==> config.mk <==
export PLATFORM = sky130hd
export DESIGN_NAME = two_bit_counter
export DESIGN_NICKNAME = d
export VERILOG_FILES = /design/src/rtl/two_bit_counter_pkg.sv /design/src/rtl/two_bit_counter_next.sv /design/src/rtl/two_bit_counter.sv
export SDC_FILE = /design/constraint.sdc
export NUM_CORES = 1
export LEC_CHECK = 0
export CAP_MARGIN = 20
export CORE_AREA = 2 2 39 41
export CTS_CLUSTER_DIAMETER = 150
export DETAILED_ROUTE_END_ITERATION = 7
export DIE_AREA = 0 0 41 43
export PLACE_DENSITY = 0.46
export SLEW_MARGIN = 20
export SYNTH_ARGS = -nofsm -noshare
export SYNTH_HDL_FRONTEND = slang
export SYNTH_SLANG_ARGS = --single-unit
==> constraint.sdc <==
create_clock -name clock -period 3.58 [get_ports clock]
set_input_delay 0.716 -clock clock [delete_from_list [all_inputs] [get_ports clock]]
set_output_delay 0.716 -clock clock [all_outputs]
set_load 0.1 [all_outputs]
==> src/rtl/two_bit_counter_pkg.sv <==
// Shared types, mode encodings and the Gray-step helper for the 2-bit counter.
package two_bit_counter_pkg;

  typedef logic [1:0] cnt_t;

  localparam logic [1:0] MODE_UP   = 2'b00;
  localparam logic [1:0] MODE_DOWN = 2'b01;
  localparam logic [1:0] MODE_GRAY = 2'b10;
  localparam logic [1:0] MODE_LOAD = 2'b11;

  // One step along the Gray cycle 00 -> 01 -> 11 -> 10 -> 00.
  // Every 2-bit code is on the cycle, so no recovery state is needed.
  function automatic cnt_t gray_next(input cnt_t cur);
    cnt_t res;
    case (cur)
      2'b00:   res = 2'b01;
      2'b01:   res = 2'b11;
      2'b11:   res = 2'b10;
      2'b10:   res = 2'b00;
      default: res = 2'b00;
    endcase
    return res;
  endfunction

endpackage

==> src/rtl/two_bit_counter_next.sv <==
// Purely combinational next-state function of the 2-bit mode counter.
module two_bit_counter_next
  import two_bit_counter_pkg::*;
(
  input  logic [1:0] cnt_i,
  input  logic       en_i,
  input  logic [1:0] select_i,
  input  logic [1:0] counter_out_i,
  output logic [1:0] nxt_o
);

  // Select the next count from the current count and the requested mode.
  always_comb begin
    nxt_o = cnt_i;
    if (en_i) begin
      case (select_i)
        MODE_UP:   nxt_o = cnt_i + 2'b01;
        MODE_DOWN: nxt_o = cnt_i - 2'b01;
        MODE_GRAY: nxt_o = gray_next(cnt_i);
        MODE_LOAD: nxt_o = counter_out_i;
        default:   nxt_o = cnt_i;
      endcase
    end else begin
      nxt_o = cnt_i;
    end
  end

endmodule

==> src/rtl/two_bit_counter.sv <==
// 2-bit mode-selectable counter with a registered match flag.
// Port names are fixed by the surrounding integration.
module two_bit_counter
  import two_bit_counter_pkg::*;
(
  input  logic       clock,
  input  logic       Reset,
  input  logic       En,
  input  logic [1:0] select,
  input  logic [1:0] Counter_Out,
  output logic       out1
);

  cnt_t cnt;
  cnt_t nxt;
  logic out1_q;
  logic out1_d;

  two_bit_counter_next u_next (
    .cnt_i         (cnt),
    .en_i          (En),
    .select_i      (select),
    .counter_out_i (Counter_Out),
    .nxt_o         (nxt)
  );

  // Match flag: only an enabled edge landing on the target raises it.
  always_comb begin
    out1_d = 1'b0;
    if (En && (nxt == Counter_Out)) begin
      out1_d = 1'b1;
    end else begin
      out1_d = 1'b0;
    end
  end

  // Count and flag registers; reset clears both without waiting for a clock.
  always_ff @(posedge clock or posedge Reset) begin
    if (Reset) begin
      cnt    <= 2'b00;
      out1_q <= 1'b0;
    end else begin
      cnt    <= nxt;
      out1_q <= out1_d;
    end
  end

  assign out1 = out1_q;

endmodule

Word-level counts from Yosys, hierarchy flattened. Index checks and enable logic that the tools add are counted.

Bits in registers: 3. Word-level logic and storage cells: 18.

$add $sub $neg: 2. Equality and inequality tests: 7. Mux-type cells: 4. Reduce and logical (&&, ||, !) cells: 3.

Operators with widths (count): $pmux 2 s4 (2); $eq 2x2->1 const B (4); $eq 2x1->1 const B (2); $logic_not 2->1 (2); $add 2x1->2 const B (1); $eq 2x2->1 (1); $mux 2 (1); $sub 2x1->2 const B (1); $logic_and 1x1->1 (1); $mux 1 (1).

Longest topological paths before layout.
Depth in word-level cells: 7. Gate-level depth with buffers: 6. Depth with buffers taken out: 6.

Cells and area by module. Synthesis repeated with hierarchy kept, for this count alone.

Cells, all modules: 23. Area, all modules: 220.2 um2.

Modules (own cells, without submodules): two_bit_counter_next (instances 1, cells an instance 16, area each 117.6 um2, seq. area each 0.0 um2); two_bit_counter (instances 1, cells an instance 7, area each 102.6 um2, seq. area each 75.1 um2).

Least setup slack after synthesis. OpenSTA, ideal clock, no wires.

Path type: flip-flop to output port. From: register out1_q, in the netlist out1. To: output out1. Arrival: 0.883 ns. Setup slack: 1.981 ns. Cell stages (with the launch flop): 1. Buffers on the path: 0. Cells stage by stage: dfrtp_1.

RTL lines: start: declaration (RTL line two_bit_counter.sv:16) `logic out1_q;`; start signal: assignment (RTL line two_bit_counter.sv:44) `out1_q <= out1_d;`; end: declaration (RTL line two_bit_counter.sv:11) `output logic out1`.

No word-level cell between the ends.

Worst setup path in the final report.
From: register out1_q, in the netlist out1. To: output out1.

No word-level cell between the ends.

==> key figures <==
Status
  • Status: complete, no violations

Min path
  • Worst Hold Class: reg -> reg

Placed design
  • Setup Slack @ Placement: 1420 ps
  • Placed Area: 390 sq um
  • HPWL after DPL: 471 um
  • IO buf count: 7
  • GP Congestion: 0.698

Die
  • Starting density of the core: 22.1%
  • Die height: 43 um
  • # IOs: 8
  • Core area: 1380 sq um
  • Die Wd: 41 um
  • Die area: 1760 sq um
  • Rows: 14

Global route
  • Largest net degree at the start of global routing: 10
  • All-layer global routing usage: 8.13%
  • Global route overflow: 0
  • Initial antenna violation count: 0
  • First-pass GRT wire length: 945 um
  • Vias in the first global route: 213

Worst setup path
  • Crit path max-delay family: buffers and inverters
  • Slowest CP cell: clkdlybuf4s50_1
  • Crit path largest cell delay: 1120 ps
  • CP Cell Sequence: clkdlybuf4s50_1
  • CP bufs+invs: 1
  • CP max FO: 1
  • Crit Path Class: reg -> out
  • CP Launch Type: flip-flop
  • Arrival time at the worst endpoint: 1660 ps
  • Critical Path RT: 2860 ps
  • Element type at the critical path end: primary output

Clock tree
  • Clock Latency Late Sink: 240 ps
  • TritonCTS clock tree: yes
  • H-tree Lvls: 1
  • Post-cts sizing count: 0
  • Clk sinks: 3
  • Clock Tree Buf Depth: 2
  • Hold_buf cts: 0
  • Setup bufs post-CTS: 0
  • Clock slew at reported path FFs: 30 ps
  • Num CTS Buffers: 3
  • Root Buffer: clkbuf_4

STA
  • Max Freq: 420 MHz
  • Rel. slew slack: 35.6%
  • Setup Viol. Count Final: 0
  • Unrepaired setup endpoints after global routing: false
  • Period minus WS final: 2380 ps
  • Layout Skew: 3.75 ps
  • Setup ws final: 1200 ps
  • Worst Tran Pin Value: 963 ps
  • Crit share post-route: 66.4%
  • Final-report hold violation count: 0
  • Sum Neg Setup Slack: 0 ps
  • Fin Hold WS: 524 ps
  • Final Max Tran Viols: 0

Synthesis
  • Synth warn: 0
  • Top_reg_cell synth: dfrtp_1
  • Synthesized Nets: 47
  • Synth Cell Area: 305 sq um
  • Netlist cell types: 19
  • Avg Inst Size Synth: 8.25 sq um
  • Synth Register Bits: 3
  • Post-synth EDFFs: 0
  • Post-synthesis sequential area ratio: 24.6%
  • FFs w/ async S/R, synth: 100%
  • Cells after Synth: 37

Pwr
  • Worst vdd ir: 0.000184 V
  • Sw frac: 36.6%
  • Pwr per Cell Area: 428 nW/um^2
  • Switching power: 65.2 uW
  • Reg power frac: 25.0%
  • Clock power frac: 33.6%
  • Combinational group share of total power: 41.4%
  • Pleak: 0.195 nW
  • P_int: 113 uW

Drt
  • Drt first pass iters: 1
  • Total Wirelength: 611 um
  • Vias: 270
  • DRC viols: 0
  • DRT iter0 DRCs: 0
  • Via density: 4.29
  • Routed len/inst: 9.70 um
  • Post-DRT Antenna Nets: 0

Job
  • Max_cap viols: 0

Finish
  • Final #Nets: 58
  • Design Area, Final: 417 sq um
  • Synth-to-Final Area Change: 36.5%
  • Diode count: 0
  • Fin util: 30.1%
  • Layout cell share with drive strength beyond 1: 12.8%
[power by group through the flow]
stage | registers, mW | logic, mW | clock network (mW)
finish | 0.0446 | 0.0738 | 0.0599
global route | 0.0454 | 0.0818 | 0.0661
CTS | 0.0448 | 0.0751 | 0.0631
detailed placement | 0.0453 | 0.0745 | 0
global placement | 0.0452 | 0.0744 | 0
floorplan | 0.0572 | 0.0428 | 0
[final timing paths]
kind / depth (start not counted) / start / endpoint / slack, ps
worst max-delay path: 1 / out1 / out1 / 1200
worst min-delay path: 1 / cnt[1] / cnt[1] / 520
worst max register to register: 6 / cnt[0] / out1 / 1970
worst min register to register: 1 / cnt[1] / cnt[1] / 520
max in group asynchronous: 2 / Reset / out1 / 2790
min in group asynchronous: 2 / Reset / cnt[0] / 650
[through the flow]
stage	std cells	power [mW]
3_5_place_dp	59	0.120
6_report	63	0.178
2_1_floorplan	37	0.100
5_1_grt	63	0.193
4_1_cts	63	0.183
3_3_place_gp	59	0.120
[sequential cells by signal (all words and copies together), names as in the netlist]
register	flops
out1	1
cnt	2
[cell type report]
class | count | area [sq um]
sequential | 3 | 75.1
timing repair buffer | 7 | 70.1
inverter | 4 | 15.0
multi-input combinational | 29 | 210
clock buffer | 4 | 26.3
fill | 145 | 967
tap | 16 | 20.0
[synthesized netlist by cell type, types with 2 or more instances]
cell type  number  area [sq um]
nor2_1          5          18.8
inv_1           4          15.0
a21oi_1         3          15.0
dfrtp_1         3          75.1
ha_1            3          37.5
o21ai_0         3          15.0
nand2_1         2          7.51
or2b_1          2          15.0
xor2_1          2          17.5
[per-layer routing]
layer  vias to the layer above  wire length (um)  track usage, %
met3                         0                37            4.71
met1                       119               317            11.9
li1                        143                 -               -
met5                         -                 0               0
met4                         0                 0            4.00
met2                         8               256            9.06
[cell usage in the layout, fill, tap and decap left out]
cell type	count
clkbuf_4	3
o21ai_0	3
nand2b_4	1
xnor2_1	1
ha_1	3
o211ai_1	1
and3b_1	1
nand3_1	1
nor2_1	5
a21oi_1	3
inv_1	4
dfrtp_1	3
o22ai_1	1
nand2_1	2
clkdlybuf4s50_1	7
or2b_1	2
clkbuf_1	1
nor3_2	1
xor2_1	2
o22a_1	1
mux2_4	1
[kinds of logic (layout without fill, tap and decap cells)]
family	after synthesis	in the layout	synth area share [%]
compound gates	9	9	17.2
buf+inv	5	15	6.55
flops	3	3	24.6
simple gates	13	13	25.8
xor+xnor	3	3	8.61
fa+ha+maj	3	3	12.3
mux	1	1	4.92
No activity file was read; power rests on OpenSTA's default activity.
